## src/rtl/exec_sequencer_pkg.sv

```systemverilog
// Shared types and instruction field positions for the execute sequencer.
// Field offsets are relative to DW so that the layout scales with the datapath:
//   op  = [DW+3:DW+2], rd = [DW+1:DW], imm = [DW-1:0],
//   rs1 = [DW-1:DW-2], rs2 = [DW-3:DW-4].
package exec_seq_pkg;

  typedef enum logic [1:0] {
    IDLE = 2'd0,
    READ = 2'd1,
    EXEC = 2'd2,
    WB   = 2'd3
  } state_t;

  typedef enum logic [1:0] {
    OP_MOVI = 2'b00,
    OP_ADD  = 2'b01,
    OP_AND  = 2'b10,
    OP_MVN  = 2'b11
  } opcode_t;

  localparam int OPW     = 2;
  localparam int REGW    = 2;
  localparam int OP_OFS  = 2;  // op  lsb = DW + OP_OFS
  localparam int RD_OFS  = 0;  // rd  lsb = DW + RD_OFS
  localparam int RS1_OFS = 2;  // rs1 lsb = DW - RS1_OFS
  localparam int RS2_OFS = 4;  // rs2 lsb = DW - RS2_OFS

endpackage

```

## src/rtl/exec_sequencer_if.sv

```systemverilog
// Instruction handshake plus register-file port bundle.
// master: the sequencer side; slave: instruction source / register file side.
interface exec_sequencer_if #(parameter int DW = 8);
  logic [DW+3:0] instr;
  logic          instr_valid;
  logic          instr_ready;
  logic          rf_we;
  logic [1:0]    rf_selA;
  logic [1:0]    rf_selB;
  logic [DW-1:0] rf_dataW;
  logic [DW-1:0] rf_dataA;
  logic [DW-1:0] rf_dataB;
  logic          done;
  logic [2:0]    status;

  modport master (
    input  instr, instr_valid, rf_dataA, rf_dataB,
    output instr_ready, rf_we, rf_selA, rf_selB, rf_dataW, done, status
  );

  modport slave (
    output instr, instr_valid, rf_dataA, rf_dataB,
    input  instr_ready, rf_we, rf_selA, rf_selB, rf_dataW, done, status
  );
endinterface

```

## src/rtl/exec_sequencer_alu.sv

```systemverilog
// Combinational ALU for the execute sequencer: ADD / AND / MVN plus N, Z, V.
module exec_alu
  import exec_seq_pkg::*;
#(
  parameter int DW = 8
) (
  input  opcode_t       opcode,
  input  logic [DW-1:0] a,
  input  logic [DW-1:0] b,
  output logic [DW-1:0] result,
  output logic          n,
  output logic          z,
  output logic          v
);

  // Result and signed-overflow select; MOVI never reaches the ALU path.
  always_comb begin
    result = '0;
    v      = 1'b0;
    case (opcode)
      OP_ADD: begin
        result = a + b;
        v      = (a[DW-1] == b[DW-1]) && (result[DW-1] != a[DW-1]);
      end
      OP_AND:  result = a & b;
      OP_MVN:  result = ~a;
      default: result = '0;
    endcase
  end

  assign n = result[DW-1];
  assign z = (result == '0);

endmodule

```

## src/rtl/exec_sequencer.sv

```systemverilog
// Multicycle execute sequencer driving a 4x8 register file.
// Port-A select doubles as the write address, so it carries rs1 in READ and
// rd otherwise. Optional status flags: define EXEC_SEQUENCER_STATUS_EN.
//
// state | meaning
// IDLE  | ready for an instruction; MOVI loads C directly
// READ  | selA=rs1, selB=rs2; operands captured into A/B
// EXEC  | C <= ALU(A,B); flags updated
// WB    | write C to rd, pulse done
module exec_sequencer
  import exec_seq_pkg::*;
#(
  parameter int DW        = 8,
  parameter int NREG_LOG2 = 2
) (
  input logic             clk,
  input logic             rst,
  exec_sequencer_if.master bus
);

  state_t                 state_q, state_d;
  logic [DW+3:0]          ir_q;
  logic [DW-1:0]          a_q, b_q, c_q;
  opcode_t                ir_op, in_op;
  logic [NREG_LOG2-1:0]   ir_rd, ir_rs1, ir_rs2;
  logic [DW-1:0]          alu_res;
  logic                   alu_n, alu_z, alu_v;
  logic                   ready, we, dn;
  logic [NREG_LOG2-1:0]   sel_a, sel_b;

  assign ir_op  = opcode_t'(ir_q[DW+OP_OFS +: OPW]);
  assign in_op  = opcode_t'(bus.instr[DW+OP_OFS +: OPW]);
  assign ir_rd  = ir_q[DW+RD_OFS +: REGW];
  assign ir_rs1 = ir_q[DW-RS1_OFS +: REGW];
  assign ir_rs2 = ir_q[DW-RS2_OFS +: REGW];

  exec_alu #(.DW(DW)) u_alu (
    .opcode (ir_op),
    .a      (a_q),
    .b      (b_q),
    .result (alu_res),
    .n      (alu_n),
    .z      (alu_z),
    .v      (alu_v)
  );

  // State register.
  always_ff @(posedge clk) begin
    if (rst) state_q <= IDLE;
    else     state_q <= state_d;
  end

  // Next state and state-decoded outputs.
  always_comb begin
    state_d = state_q;
    ready   = 1'b0;
    we      = 1'b0;
    dn      = 1'b0;
    sel_a   = ir_rd;
    sel_b   = ir_rs2;
    case (state_q)
      IDLE: begin
        ready = 1'b1;
        if (bus.instr_valid) state_d = (in_op == OP_MOVI) ? WB : READ;
      end
      READ: begin
        sel_a   = ir_rs1;
        state_d = EXEC;
      end
      EXEC: state_d = WB;
      WB: begin
        we      = 1'b1;
        dn      = 1'b1;
        state_d = IDLE;
      end
      default: state_d = IDLE;
    endcase
  end

  // Instruction, operand and result registers.
  always_ff @(posedge clk) begin
    if (rst) begin
      ir_q <= '0;
      a_q  <= '0;
      b_q  <= '0;
      c_q  <= '0;
    end else begin
      case (state_q)
        IDLE: if (bus.instr_valid) begin
          ir_q <= bus.instr;
          if (in_op == OP_MOVI) c_q <= bus.instr[DW-1:0];
        end
        READ: begin
          a_q <= bus.rf_dataA;
          b_q <= bus.rf_dataB;
        end
        EXEC:    c_q <= alu_res;
        default: ;
      endcase
    end
  end

`ifdef EXEC_SEQUENCER_STATUS_EN
  logic [2:0] status_q;

  // Flags change only on ALU ops, at the end of EXEC.
  always_ff @(posedge clk) begin
    if (rst)                  status_q <= 3'b000;
    else if (state_q == EXEC) status_q <= {alu_n, alu_z, alu_v};
  end

  assign bus.status = status_q;
`else
  wire unused_flags = ^{alu_n, alu_z, alu_v};
  assign bus.status = 3'b000;
`endif

  assign bus.instr_ready = ready;
  assign bus.rf_we       = we;
  assign bus.done        = dn;
  assign bus.rf_selA     = sel_a;
  assign bus.rf_selB     = sel_b;
  assign bus.rf_dataW    = c_q;

endmodule

```

## src/flat_wrapper.sv

```systemverilog
// flat-port wrapper written by rule: the top's interface ports become plain ports
module exec_sequencer_flat import exec_seq_pkg::*;
#(
  parameter int DW        = 8,
  parameter int NREG_LOG2 = 2
)
  (clk, rst, bus_instr, bus_instr_valid, bus_rf_dataA, bus_rf_dataB, bus_instr_ready, bus_rf_we, bus_rf_selA, bus_rf_selB, bus_rf_dataW, bus_done, bus_status);
  exec_sequencer_if #(.DW(DW)) bus_i ();
  input logic clk;
  input logic rst;
  input wire logic [$bits(bus_i.instr)-1:0] bus_instr;
  input wire logic [$bits(bus_i.instr_valid)-1:0] bus_instr_valid;
  input wire logic [$bits(bus_i.rf_dataA)-1:0] bus_rf_dataA;
  input wire logic [$bits(bus_i.rf_dataB)-1:0] bus_rf_dataB;
  output wire logic [$bits(bus_i.instr_ready)-1:0] bus_instr_ready;
  output wire logic [$bits(bus_i.rf_we)-1:0] bus_rf_we;
  output wire logic [$bits(bus_i.rf_selA)-1:0] bus_rf_selA;
  output wire logic [$bits(bus_i.rf_selB)-1:0] bus_rf_selB;
  output wire logic [$bits(bus_i.rf_dataW)-1:0] bus_rf_dataW;
  output wire logic [$bits(bus_i.done)-1:0] bus_done;
  output wire logic [$bits(bus_i.status)-1:0] bus_status;
  assign bus_i.instr = bus_instr;
  assign bus_i.instr_valid = bus_instr_valid;
  assign bus_i.rf_dataA = bus_rf_dataA;
  assign bus_i.rf_dataB = bus_rf_dataB;
  assign bus_instr_ready = bus_i.instr_ready;
  assign bus_rf_we = bus_i.rf_we;
  assign bus_rf_selA = bus_i.rf_selA;
  assign bus_rf_selB = bus_i.rf_selB;
  assign bus_rf_dataW = bus_i.rf_dataW;
  assign bus_done = bus_i.done;
  assign bus_status = bus_i.status;
  exec_sequencer #(.DW(DW), .NREG_LOG2(NREG_LOG2)) u_core (.clk(clk), .rst(rst), .bus(bus_i));
endmodule
```

## config.mk

```make
export PLATFORM = sky130hd
export DESIGN_NAME = exec_sequencer_flat
export DESIGN_NICKNAME = d
export VERILOG_FILES = /design/src/rtl/exec_sequencer_pkg.sv /design/src/rtl/exec_sequencer_if.sv /design/src/rtl/exec_sequencer_alu.sv /design/src/rtl/exec_sequencer.sv /design/src/flat_wrapper.sv
export SDC_FILE = /design/constraint.sdc
export NUM_CORES = 1
export LEC_CHECK = 0
export CELL_PAD_IN_SITES_DETAIL_PLACEMENT = 1
export CELL_PAD_IN_SITES_GLOBAL_PLACEMENT = 2
export CORE_MARGIN = 3
export CORE_UTILIZATION = 31
export DETAILED_ROUTE_END_ITERATION = 8
export GPL_TIMING_DRIVEN = 0
export PLACE_DENSITY = 0.82
export SLEW_MARGIN = 20
export SYNTH_ARGS = -nofsm -noshare
export SYNTH_HDL_FRONTEND = slang
export SYNTH_SLANG_ARGS = --single-unit
```

## constraint.sdc

```tcl
create_clock -name clk -period 4.05 [get_ports clk]
set_clock_uncertainty 0.2 [all_clocks]
set_input_delay 0.6075 -clock clk [delete_from_list [all_inputs] [get_ports clk]]
set_output_delay 0.6075 -clock clk [all_outputs]
set_load 0.01 [all_outputs]
```

Word level (Yosys, flattened, before mapping)
Index checks and enable logic that the tools add are counted.
- register bits: 38
- reductions and logical operators: 5
- bitwise gates (word level): 2
- muxes and demuxes: 10
- equal/unequal tests: 8
- add/sub/neg operators: 1
- operators with widths (kind ; number):
    $pmux 8 s3 ; 1
    $mux 8 ; 2
    $pmux 8 s2 ; 1
    $add 8x8->8 ; 1
    $and 8x8->8 ; 1
    $eq 2x2->1 const B ; 4
    $not 8->8 ; 1
    $pmux 2 s4 ; 1
    $mux 2 ; 3
    $eq 2x1->1 const B ; 2
    $logic_not 2->1 ; 2
    $reduce_and 3->1 ; 1
    $mux 1 ; 2
    $ne 2x1->1 const B ; 1
    $ne 2x2->1 const B ; 1
    $reduce_and 2->1 ; 1
    $reduce_bool 2->1 ; 1

Depth between registers and ports, before layout
- depth in word-level cells: 4
- gate-level depth with buffers: 8
- gate-level depth less buffers: 7

Modules after synthesis
Synthesis repeated with hierarchy kept, for this count alone.
- cell total of the unflattened synthesis: 222
- area total of the unflattened synthesis: 2024.4 um^2
- by module, submodules not included (module ; cells each ; area an instance (um^2) ; instances):
    exec_sequencer ; 155 ; 1517.7 ; 1
    exec_alu ; 67 ; 506.7 ; 1

Worst setup path before layout
No wires, ideal clock.
- kind: input to register
- start point: input bus_instr[11]
- end point: register u_core.c_q[6], in the netlist u_core.bus.rf_dataW[6]
- buffers on the path: 1
- data arrival time: 2.073 ns
- setup slack: 1.715 ns
- required time: 3.788 ns
- library setup time: 0.062 ns
- cell stages on the path: 6
- cells stage by stage: or3b_1 a21o_1 buf_6 nor4_4 or4b_1 nand3_1
- word-level cells in the longest chain between the ends: 3
- RTL lines (element ; RTL line ; text):
    start, declared ; flat_wrapper.sv:11 ; input wire logic [$bits(bus_i.instr)-1:0] bus_instr;
    $logic_not 2->1 ; exec_sequencer.sv:91 ; if (in_op == OP_MOVI) c_q <= bus.instr[DW-1:0];
    $ne 2x1->1 (no source line) ; n/a ;
    $reduce_and 3->1 (no source line) ; n/a ;
    end signal, assigned ; exec_sequencer.sv:91 ;
    end signal, assigned ; exec_sequencer.sv:97 ; EXEC: c_q <= alu_res;
    end, declared ; exec_sequencer.sv:23 ; logic [DW-1:0] a_q, b_q, c_q;
No other way between the ends.
A chain may end at the register's enable or synchronous reset.

Worst setup path after layout
- start point: register u_core.state_q[1]
- end point: output bus_rf_selA[1]
- word-level cells in the longest chain between the ends: 2
- RTL lines (element ; RTL line ; text):
    start, declared ; exec_sequencer.sv:21 ; state_t state_q, state_d;
    start signal, assigned ; exec_sequencer.sv:50 ; else state_q <= state_d;
    $eq 2x1->1 ; exec_sequencer.sv:61 ; case (state_q)
    $mux 2 ; exec_sequencer.sv:61 ;
    end, declared ; flat_wrapper.sv:17 ; output wire logic [$bits(bus_i.rf_selA)-1:0] bus_rf_selA;
No other way between the ends.

==> flow_summary.yaml <==
yosys:
  synth_top_area_cell: "dfxtp_1"
  syn-instance-count: 231
  yosys-top-cells-count: "dfxtp_1, nor2_1, mux2i_1, a21oi_1, nand2_1"
  synthArstFlopShare_pct: 0
  synthFlopType: "dfxtp_1"
  synth_area_leaders: "dfxtp_1, mux2i_1, ha_1"
  synth.avg_cell_area_um2: 8.488
  ys_warn_count: 0
  synth_edf_count: 0
  synth_top_area_share_pct: 34.72
  yosysUniqueCellTypes: 44
  netlist_area_mm2: 0.001961
  ys_ff_latch: 34
  seq_area_frac_synth_pct: 34.72
  yosysMostFrequentCell: "dfxtp_1"
sta:
  setup_viol: 0
  tightest_slew_ns: 0.7217
  hold_viol: 0
  period_minus_slack_ns: 3.090
  slew_viol_final: 0
  fmax_ghz: 0.3237
  rsz0062_at_grt: "false"
  holdWs_ns: 0.2521
  post-route-period-util_pct: 76.28
  layout_setup_ws_ns: 0.9605
  tns_ns: 0
  slew_headroom_pct: 51.89
hold_path:
  holdPathStages: 2
  min_to: "u_core.ir_q[8]$_SDFFE_PP0P_"
  hp-class: "flop to flop"
  min_from: "u_core.ir_q[8]$_SDFFE_PP0P_"
clocking:
  cts_buffer_depth: 2
  cts.sinks: 34
  cts_setup_buffers: 0
  cts_root_buffer: "clkbuf_8"
  cts_buffers: 5
  path_clk_slew_ns: 0.07
  htree_levels: 2
  cts_hold_buf: 0
  clock_latency_ns: 0.29
  cts_resized: 0
  cts_tree: "built"
floorplanning:
  boundaryPins: 49
  die-height_um: 85.53
  initial_core_util_pct: 32.54
  fp.dieW_um: 85.53
  rows: 28
  die_area_mm2: 0.007315
  coreArea_mm2: 0.006026
detailed_routing:
  wl_um: 5372
  vias: 1800
  avgViaCountPerCell: 5.000
  detail_route.drc_violations: 0
  drtIter0Drc: 41
  routedWlPerCell_um: 14.92
  drtPass1Iterations: 4
  ant_nets: 0
setup_path:
  r2r-start: "u_core.state_q[1]$_SDFFE_PP0P_"
  crit_type: "flop to output port"
  crit_required_ns: 3.24
  rr_worst_depth: 6
  cp_max_fo: 9
  start_kind: "flop"
  r2r_slack_ns: 1.65
  end_kind: "output port"
  worstPathArrival_ns: 2.28
  r2r-end: "u_core.a_q[6]$_SDFFE_PP0P_"
final_layout:
  layout-drive-gt1-share_pct: 6.316
  design_area_mm2: 0.002597
  diodes: 0
  multi_input_area_mm2: 0.001137
  fill_cells: 735
  seqCellArea_um2: 680.7
  areaGrowthSynthToFinish_pct: 32.48
  fin_nets: 328
global_route:
  grt_first_pass_wirelength_um: 8797
  first_global_vias: 1827
  antenna_found_initial: 0
  grt_usage_pct: 15.35
  overflow: 0
  grt_max_degree: 12
job:
  drv_cap: 0
placed_design:
  numPortBuffers: 44
  place_area_mm2: 0.002502
  gp_congestion: 0.7605
  dpl.hpwl_um: 4234
  dp_worst_setup_slack_ns: 1.131
pwr:
  powerDensity_mw_per_mm2: 580.3
  cellLeakagePower_nw: 1.003
  ir_drop_uv: 219.9
run_status:
  outcome: "finished clean"
-- worst max-delay path by stage --
stage                              startpoint                                   to  slack [ns]  cells after the start
6_report       u_core.state_q[1]$_SDFFE_PP0P_                       bus_rf_selA[1]        0.96                      5
5_1_grt        u_core.state_q[1]$_SDFFE_PP0P_                       bus_rf_selA[1]        0.82                      5
4_1_cts        u_core.state_q[1]$_SDFFE_PP0P_                       bus_rf_selA[1]        0.95                      5
3_5_place_dp                  bus_instr_valid  u_core.bus.rf_dataW[6]$_SDFFE_PP0P_        1.13                      7
3_3_place_gp                  bus_instr_valid  u_core.bus.rf_dataW[6]$_SDFFE_PP0P_        1.14                      7
2_1_floorplan                   bus_instr[11]  u_core.bus.rf_dataW[6]$_SDFFE_PP0P_        1.71                      6
-- registers in the layout, indices dropped and copies added (netlist names) --
signal	flops
u_core.a_q	8
u_core.b_q	8
u_core.bus.rf_dataW	8
u_core.ir_q	8
u_core.state_q	2
-- through the flow --
stage | cells | utilization (%) | total power, W
after global routing | 360 | 43.11 | 0.001635
final | 360 | 43.11 | 0.001507
after CTS | 360 | 43.11 | 0.001530
after global placement | 352 | 41.53 | 0.001240
after floorplan | 233 | - | 0.0009889
after detailed placement | 352 | 41.53 | 0.001257
-- cell families (layout without fill, tap and decap cells) --
logic type               after synthesis  in the layout  share of synthesized area, %
multiplexers                          24             24                         12.38
adder cells (fa/ha/maj)               13             13                         8.679
AND/OR/NAND/NOR                       79             79                         19.85
buffers and inverters                 32             84                         7.658
XOR/XNOR                               1              1                        0.4468
AO/OA/AOI/OAI                         47             47                         16.08
other                                  1              3                        0.1913
flip-flops                            34             34                         34.72
-- cell type report --
class                   instances  area share (%)
multi-input cells             167           43.79
plain buffers                  21           4.191
inverters                      11           1.590
flip-flops and latches         34           26.20
repair buffers                 44           16.96
clock buffers                   6           3.179
well taps                      75           3.613
clock inverters                 2          0.4817
-- cell usage in the layout, fill, tap and decap left out, types with 2 or more instances in the layout --
cell type,count
inv_1,11
nor2b_1,6
mux2i_1,22
o211ai_1,2
a311oi_1,2
a22oi_1,3
o21ai_0,4
a21oi_1,16
or4b_1,2
clkbuf_8,6
mux2_2,2
nand2b_1,2
a211oi_1,2
buf_4,6
conb_1,3
ha_1,12
nor3_1,3
nand3_1,10
o21ai_1,3
nor3b_1,2
dfxtp_1,34
nand4_1,2
nor2_1,31
clkbuf_1,11
buf_1,3
a211o_1,5
clkdlybuf4s50_1,44
nand2_1,16
-- worst max-delay path: stages (launching register included) --
cell,delay [ns]
dfxtp_1,0.35
inv_1,0.10
ha_1,0.15
clkbuf_1,0.51
mux2_2,0.41
clkdlybuf4s50_1,0.48
-- layer usage --
metal  routed length [um]  share of wire [%]  global-route usage [%]
met2                 2584                 48                   26.34
met1                 2492                 46                   19.42
met5                    0                  0                       0
met3                  210                3.9                   3.074
met4                   86                1.6                   4.604
-- where the power goes --
group,leakage (nW),total (W),internal [W],switching [W]
combinational,0.677,0.000744,0.000355,0.000389
clock,0.0472,0.000268,0.000137,0.000131
sequential,0.278,0.000496,0.000428,0.0000681
total,1.00,0.00151,0.000919,0.000588
Power figures use the tool's default switching activity.
